`src/rtl/clk_switch_ctrl_pkg.sv`:
```
// Shared definitions for the clock-switch controller: FSM encodings,
// source indices and a counter-width helper.
package clk_switch_ctrl_pkg;

    typedef logic [1:0] state_t;

    localparam state_t ST_IDLE   = 2'd0;
    localparam state_t ST_CHECK  = 2'd1;
    localparam state_t ST_SWITCH = 2'd2;
    localparam state_t ST_SETTLE = 2'd3;

    localparam int SRC_CLK0 = 0;
    localparam int SRC_CLK1 = 1;

    // Counter width for a counter spanning 0..n-1; never narrower than 1 bit.
    function automatic int cnt_w(input int n);
        return (n > 1) ? $clog2(n) : 1;
    endfunction

endpackage

```
`src/rtl/clk_switch_ctrl_activity_mon.sv`:
```
// Activity monitor for one source: synchronize the divide-by-2 toggle,
// detect its edges and count them (saturating) over each detection window.
module clk_activity_mon #(
    parameter int MIN_EDGES = 4
) (
    input  logic clk,
    input  logic reset,
    input  logic tog,
    input  logic win_end,
    output logic alive,
    output logic alive_new
);

    localparam int CW = $clog2(MIN_EDGES + 1);

    logic          s1, s2, s3;
    logic          upd;
    logic          edg;
    logic [CW-1:0] cnt;

    assign edg       = s2 ^ s3;
    assign alive_new = (cnt >= CW'(MIN_EDGES));

    // Sync/edge pipeline, window-end delay, saturating edge count and status.
    // The count restarts in the update cycle but still keeps that cycle's edge,
    // so every window spans exactly the window-counter period.
    always_ff @(posedge clk) begin
        if (reset) begin
            s1    <= 1'b0;
            s2    <= 1'b0;
            s3    <= 1'b0;
            upd   <= 1'b0;
            cnt   <= '0;
            alive <= 1'b0;
        end else begin
            s1  <= tog;
            s2  <= s1;
            s3  <= s2;
            upd <= win_end;
            if (upd) begin
                alive <= alive_new;
                cnt   <= CW'(edg);
            end else if (edg && (cnt != CW'(MIN_EDGES))) begin
                cnt <= cnt + 1'b1;
            end
        end
    end

endmodule

```
`src/rtl/clk_switch_ctrl.sv`:
```
// Control side of the glitch-free clock mux: validates switch requests
// against source activity, drives sel, waits out the mux handover and
// fails over automatically when the active source dies.
module clk_switch_ctrl
    import clk_switch_ctrl_pkg::*;
#(
    parameter int DET_WIN     = 64,
    parameter int MIN_EDGES   = 4,
    parameter int SETTLE      = 16,
    parameter int FAILOVER_EN = 1
) (
    input  logic clk,
    input  logic reset,
    input  logic req_valid,
    input  logic req_sel,
    output logic req_ready,
    input  logic clk0_tog,
    input  logic clk1_tog,
    output logic sel,
    output logic busy,
    output logic done,
    output logic err,
    output logic failover,
    output logic clk0_alive,
    output logic clk1_alive
);

    localparam int WW = cnt_w(DET_WIN);
    localparam int SW = cnt_w(SETTLE);

    logic [WW-1:0] win_cnt;
    logic          win_end;
    logic          alive_upd;
    logic [1:0]    alive_new;
    state_t        state;
    logic          tgt;
    logic [SW-1:0] settle_cnt;
    logic          fo_cond;
    logic          req_fire;

    assign win_end   = (win_cnt == WW'(DET_WIN - 1));
    assign fo_cond   = (FAILOVER_EN != 0) && (state == ST_IDLE) && alive_upd &&
                       !alive_new[sel] && alive_new[~sel];
    assign req_ready = (state == ST_IDLE) && !fo_cond && !reset;
    assign req_fire  = req_valid && req_ready;
    assign busy      = (state != ST_IDLE);

    clk_activity_mon #(.MIN_EDGES(MIN_EDGES)) u_mon0 (
        .clk       (clk),
        .reset     (reset),
        .tog       (clk0_tog),
        .win_end   (win_end),
        .alive     (clk0_alive),
        .alive_new (alive_new[SRC_CLK0])
    );

    clk_activity_mon #(.MIN_EDGES(MIN_EDGES)) u_mon1 (
        .clk       (clk),
        .reset     (reset),
        .tog       (clk1_tog),
        .win_end   (win_end),
        .alive     (clk1_alive),
        .alive_new (alive_new[SRC_CLK1])
    );

    // Shared detection window; alive_upd marks the cycle the monitors reload.
    always_ff @(posedge clk) begin
        if (reset) begin
            win_cnt   <= '0;
            alive_upd <= 1'b0;
        end else begin
            win_cnt   <= win_end ? '0 : win_cnt + 1'b1;
            alive_upd <= win_end;
        end
    end

    // Switch FSM; done/err/failover are single-cycle pulses from this block.
    always_ff @(posedge clk) begin
        if (reset) begin
            state      <= ST_IDLE;
            sel        <= 1'b0;
            tgt        <= 1'b0;
            settle_cnt <= '0;
            done       <= 1'b0;
            err        <= 1'b0;
            failover   <= 1'b0;
        end else begin
            done     <= 1'b0;
            err      <= 1'b0;
            failover <= 1'b0;
            case (state)
                ST_IDLE: begin
                    // Failover has priority; req_ready is already low then.
                    if (fo_cond) begin
                        tgt      <= ~sel;
                        failover <= 1'b1;
                        state    <= ST_SWITCH;
                    end else if (req_fire) begin
                        if (req_sel == sel) begin
                            done <= 1'b1;
                        end else begin
                            tgt   <= req_sel;
                            state <= ST_CHECK;
                        end
                    end
                end
                ST_CHECK: begin
                    // Decide only on a full window that finished after the request.
                    if (alive_upd) begin
                        if (alive_new[tgt]) begin
                            state <= ST_SWITCH;
                        end else begin
                            err   <= 1'b1;
                            state <= ST_IDLE;
                        end
                    end
                end
                ST_SWITCH: begin
                    sel        <= tgt;
                    settle_cnt <= SW'(SETTLE - 1);
                    state      <= ST_SETTLE;
                end
                default: begin
                    if (settle_cnt == '0) begin
                        done  <= 1'b1;
                        state <= ST_IDLE;
                    end else begin
                        settle_cnt <= settle_cnt - 1'b1;
                    end
                end
            endcase
        end
    end

endmodule
```
`config.mk`:
```
export PLATFORM = sky130hd
export DESIGN_NAME = clk_switch_ctrl
export DESIGN_NICKNAME = d
export VERILOG_FILES = /design/src/rtl/clk_switch_ctrl_pkg.sv /design/src/rtl/clk_switch_ctrl_activity_mon.sv /design/src/rtl/clk_switch_ctrl.sv
export SDC_FILE = /design/constraint.sdc
export NUM_CORES = 1
export LEC_CHECK = 0
export ABC_AREA = 1
export CAP_MARGIN = 20
export CORE_UTILIZATION = 40
export CTS_CLUSTER_SIZE = 40
export DETAILED_ROUTE_END_ITERATION = 10
export HOLD_SLACK_MARGIN = 0.05
export SKIP_CTS_REPAIR_TIMING = 1
export SYNTH_ARGS = -nofsm -noshare
export SYNTH_HDL_FRONTEND = slang
export SYNTH_SLANG_ARGS = --single-unit
```
`constraint.sdc`:
```
create_clock -name clk -period 4.2 [get_ports clk]
set_input_delay 0.84 -clock clk [delete_from_list [all_inputs] [get_ports clk]]
set_output_delay 0.84 -clock clk [all_outputs]
set_load 0.03 [all_outputs]
```
==> qor.yml <==
finish:
  nets: 232
  area.growth.synth_to_final_pct: 18.1
  diodes: 0
  layout.cells.non_filler: 265
  drive_gt1_share_pct: 10.6
  final_area_um2: 1820
route:
  vias: 1206
  viasPerCell: 4.55
  ant_nets: 0
  avgRoutedWirePerCell_um: 10.4
  dr.pass1.iters: 4
  drc_errors: 0
  drt_first_iter_violations: 37
  drt-total-wl_um: 2740
clock_network:
  tritoncts: "done"
  htree_levels: 2
  cts_root_buffer: "clkbuf_8"
  clk-insertion-delay-late_ns: 0.28
  cts_made_buffers: 5
  clock-sinks: 32
  clkTransAtPathRegs_ns: 0.06
  clockBufferDepth: 2
floorplanning:
  coreArea_um2: 3690
  rows: 22
  boundaryPins: 14
  design.die.area_um2: 4110
  initial_utilization_pct: 41.8
  die_w_um: 64.1
  die_h_um: 64.1
worst_setup_path:
  cp-startpoint: "state[1]$_SDFFE_PP0P_"
  rr_startpoint: "state[1]$_SDFFE_PP0P_"
  crit_path_max_fanout: 8
  crit_type: "reg2out"
  rr_worst_depth: 10
  required_ns: 3.36
  crit_path_end_kind: "output port"
  cp_data_arrival_time_ns: 2.29
  cp_cell_sequence: "inv_1, ha_1, nand2_1, clkinv_1, nand3_4, nand2_2, nor2_4, clkdlybuf4s50_1"
  cpMaxStageDelayCell: "clkdlybuf4s50_1"
  startpoint_type: "register"
  critPathMaxStageDelay_ns: 0.68
synth:
  synth_top_area_share_pct: 41.5
  ys_types: 32
  synthesis.instances: 198
  yosysTopAreaCell: "dfxtp_1"
  synth_seq_cells: 32
  synth_area_um2: 1540
  synthTopCellsByArea: "dfxtp_1 (42%), ha_1 (8.1%), inv_1 (8.0%)"
  synth_warnings: 0
  synth_nets: 214
  synth_area_per_cell_um2: 7.79
  yosysSeqAreaShare_pct: 41.5
timing:
  timing.fmax_ghz: 0.320
  skew_ns: 0.00820
  min_period_over_period_pct: 74.5
  rsz0062_at_grt: "false"
  slew_headroom_pct: 59.0
  final.setup.tns_ns: 0
  hold_viol: 0
  drv_slew: 0
  setup_violations: 0
  finalCriticalPeriod_ns: 3.13
  final.setup.worst_slack_ns: 1.07
  worst_pin_slew_ns: 0.609
place:
  gp_congestion: 0.767
  port_buffers: 13
  dp_hpwl_um: 2020
  dp_worst_setup_slack_ns: 1.19
  place_area_um2: 1710
  placed_cells: 257
min_path:
  min_from: "u_mon0.s1$_SDFF_PP0_"
  hold_path_class: "reg2reg"
  min_path_cells: 2
global_routing:
  antenna_found_initial: 0
  grt_pass1_vias: 1103
  grt_max_degree: 17
  gr-usage-all-layers_pct: 15.5
  grt_overflow: 0
  grt_pass1_wl_um: 4840
power:
  p_per_area_nw_per_um2: 527
  p_leak_nw: 0.747
  ir_drop_mv: 0.206
status:
  status: "finished clean"
flow_run:
  drv_cap: 0
placed cells by master, fill, tap and decap left out, types with 3 or more instances in the layout:
| master | n |
|---|---|
| a21oi_1 | 9 |
| a31oi_1 | 3 |
| clkbuf_8 | 5 |
| clkdlybuf4s50_1 | 13 |
| dfxtp_1 | 32 |
| ha_1 | 10 |
| inv_1 | 33 |
| inv_2 | 4 |
| nand2_1 | 19 |
| nand2_2 | 4 |
| nand3_1 | 10 |
| nor2_1 | 24 |
| nor3_1 | 10 |
| nor3b_1 | 3 |
| o21ai_0 | 9 |
| o21ai_1 | 5 |
| xnor2_1 | 3 |
layer usage:
metal | routed length [um] | vias up | part of all wire, % | GRT usage (%)
met4 | 24 | 0 | 0.87 | 5.83
met3 | 78 | 2 | 2.8 | 5.36
met5 | 0 | - | 0 | 0
met1 | 1490 | 521 | 54 | 20.8
li1 | - | 667 | - | -
met2 | 1150 | 16 | 42 | 22.7
cell type report:
cell class	instances	area, um^2
clock inverters	2	35.0
fillers	373	1870
repair buffers	14	138
multi-input cells	125	733
flip-flops and latches	32	641
inverters	38	143
well taps	48	60.1
clock buffers	6	72.6
where the power goes:
group          switching (mW)  internal [mW]  total [mW]
Clock                   0.109          0.176       0.285
Combinational           0.192          0.120       0.312
Sequential             0.0248          0.339       0.364
metrics by stage:
stage / utilization [%] / power [mW] / hold WS [ns]
global route: 49.4 / 1.04 / 0.440
finish: 49.4 / 0.961 / 0.405
CTS: 49.4 / 0.972 / 0.409
global placement: 46.5 / 0.681 / 0.394
floorplan: - / 0.609 / 0.388
detailed placement: 46.5 / 0.683 / 0.400
logic make-up after synthesis:
group | after synthesis | share of synthesized area (%)
and+or+nand+nor | 77 | 24.2
buffers and inverters | 41 | 10.9
AOI/OAI and AO/OA | 34 | 13.0
DFF | 32 | 41.5
adders and majority gates | 10 | 8.11
xor gates and xnor gates | 4 | 2.27
critical path, delay by kind of cell, from the launching register on:
| family | cells | cell delay, ns |
|---|---|---|
| fa+ha+maj | 1 | 0.29 |
| flops | 1 | 0.39 |
| buf+inv | 3 | 0.87 |
| simple gates | 4 | 0.47 |
cells in the mapped netlist, drive strengths merged:
library cell,number
a21o,2
a22oi,1
nand4,1
a21oi,9
dfxtp,32
xnor2,3
clkbuf,1
nor4,1
o21ai,14
clkinv,1
a211oi,2
nor3,10
nor2,27
ha,10
nor3b,3
o31ai,1
inv,37
nand3,12
nand2,23
a31oi,3
o211ai,1
buf,2
o21bai,1
xor2,1
worst paths after layout:
check / endpoint / slack, ns
worst max-delay path: req_ready / 1.07
worst min-delay path: u_mon0.s2$_SDFF_PP0_ / 0.41
worst max register to register: tgt$_SDFFE_PP0P_ / 2.49
worst min register to register: u_mon0.s2$_SDFF_PP0_ / 0.41
sequential cells by signal (all words and copies together), names as in the netlist:
name	flops
win_cnt	6
settle_cnt	4
u_mon0.cnt	3
u_mon1.cnt	3
state	2
done	1
err	1
failover	1
sel	1
tgt	1
u_mon0.alive	1
u_mon0.s1	1
u_mon0.s2	1
u_mon0.s3	1
u_mon1.alive	1
u_mon1.s1	1
u_mon1.s2	1
u_mon1.s3	1
u_mon1.upd	1
No activity file was read; power rests on OpenSTA's default activity.
==> patch: new RTL, same flow settings <==
`MIN_EDGES` is set to 4 in 2 places; all go to 8.
--- a/src/rtl/clk_switch_ctrl_activity_mon.sv
+++ b/src/rtl/clk_switch_ctrl_activity_mon.sv
@@ -1,7 +1,7 @@
 // Activity monitor for one source: synchronize the divide-by-2 toggle,
 // detect its edges and count them (saturating) over each detection window.
 module clk_activity_mon #(
-    parameter int MIN_EDGES = 4
+    parameter int MIN_EDGES = 8
 ) (
     input  logic clk,
     input  logic reset,
--- a/src/rtl/clk_switch_ctrl.sv
+++ b/src/rtl/clk_switch_ctrl.sv
@@ -5,7 +5,7 @@
     import clk_switch_ctrl_pkg::*;
 #(
     parameter int DET_WIN     = 64,
-    parameter int MIN_EDGES   = 4,
+    parameter int MIN_EDGES   = 8,
     parameter int SETTLE      = 16,
     parameter int FAILOVER_EN = 1
 ) (
Check against the original RTL: same outputs for any inputs over 10 cycles, from zero or initial values and one cycle with reset high; that may be too few to reach the edited logic, so the function may still have changed.
==> patch against the original RTL <==
Utilization rose by 0.41 points; sequential cell count rose by 2; global-route usage about the same; routed wire length grew 2.1%; design area increased by 2.3%; setup slack gained 0.013 ns; final cell count rose by 3.8%; total power shrank 4.0%; synthesized area is 3.6% higher.
==> patch: results (changes against the original RTL) <==
- Final wirelength: 2800 um (+2.1%)
- Number of non-clock inverters: 40 (+5.3%)
- Reg2reg start: state[0]$_SDFFE_PP0P_
- WHS Endpoint: u_mon1.s2$_SDFF_PP0_
- Vias post-DR: 1302 (+8.0%)
- Reg2reg end: settle_cnt[0]$_SDFFE_PP0P_
- Reg2reg setup slack: 2.63 ns (+0.14 ns)
- Clock buf/inv share: 4.90% (-1.0 points)
- NetSw: 0.319 mW (-2.2%)
- Final clock skew: 0.00594 ns (-0.00226 ns)
- Clock group share of total power: 26.8% (-2.8 points)
- Number of clock buffers in the layout: 7 (+1)
- Gate Count Post-Synth: 208 (+5.1%)
- Multi-input gates: 131 (+4.8%)
- Mapped Nets: 224 (+4.7%)
- Filler Cell Count: 378 (+1.3%)
- Placed cell area: 0.00177 mm^2 (+3.4%)
- Wire per inst: 10.2 um (-1.6%)
- Hold path start: u_mon1.s1$_SDFF_PP0_
- Sequential power share: 41.4% (+3.5 points)
- Post-synth top cells: inv_1 (37), dfxtp_1 (34), nand2_1 (28)
- H-tree depth: 2 (unchanged)
- Netlist cell types: 29 (-9.4%)
- Nets: 242 (+4.3%)
- Cells after DPL: 267 (+3.9%)
- Layout cells sized above 1: 8.81% (-1.8 points)
- Post-layout util: 49.8% (+0.41 points)
- Gpl congestion: 0.800 (+4.3%)
- Crit path launch: reset
- Die area: 0.00425 mm^2 (+3.4%)
- Status: complete, no violations
- Dpl hpwl: 2060 um (+2.2%)
- Worst vdd ir: 0.307 mV (+49%)
- Vias in the first global route: 1154 (+4.6%)
- Yosys reg bits: 34 (+6.3%)
- Signal buf overhead: 7.38% (-0.17 points)
- R2R cell count: 8 (-2)
- Slew @ Worst Pin: 0.351 ns (-0.258 ns)
- DRT iter0 DRCs: 62 (+68%)
- Sequential share of the synthesized area: 42.6% (+1.1 points)
- Critical-path maximum fanout: 20 (+12)
- Largest net degree at the start of global routing: 21 (+4)
- Pre-antenna DRT Iters: 4 (unchanged)
- Worst setup SP type: primary input
- Area of the multi-input gates: 743 um^2 (+1.4%)
- Maximum clock path buffer count: 2 (unchanged)
- Sequential Area: 681 um^2 (+6.3%)
- Synth area leaders: dfxtp_1 (43%), inv_1 (8.7%), ha_1 (7.8%)
- Initial antenna violation count: 0 (unchanged)
- Leakage power: 0.780 nW (+4.4%)
## patch: cells by family after synthesis
logic type / share of synthesized area (%)
xor+xnor: 2.74
fa+ha+maj: 7.83
simple gates: 21.9
buf+inv: 10.9
compound gates: 14.0
flops: 42.6
## patch: metal layers
layer	routed length (um)	part of all wire (%)	vias to the layer above	track usage [%]
met4	35	1.2	0	6.52
met5	0	0	-	0
met1	1460	52	584	19.2
met3	92	3.3	4	5.21
met2	1210	43	16	24.4
li1	-	-	698	-
## patch: per-stage QoR
| stage | hold WS, ns | power [mW] | worst slack, ns |
|---|---|---|---|
| 4_1_cts | 0.405 | 0.933 | 1.07 |
| 2_1_floorplan | 0.388 | 0.610 | 2.04 |
| 3_5_place_dp | 0.396 | 0.684 | 1.06 |
| 6_report | 0.403 | 0.922 | 1.08 |
| 3_3_place_gp | 0.390 | 0.683 | 1.08 |
| 5_1_grt | 0.423 | 0.998 | 0.968 |
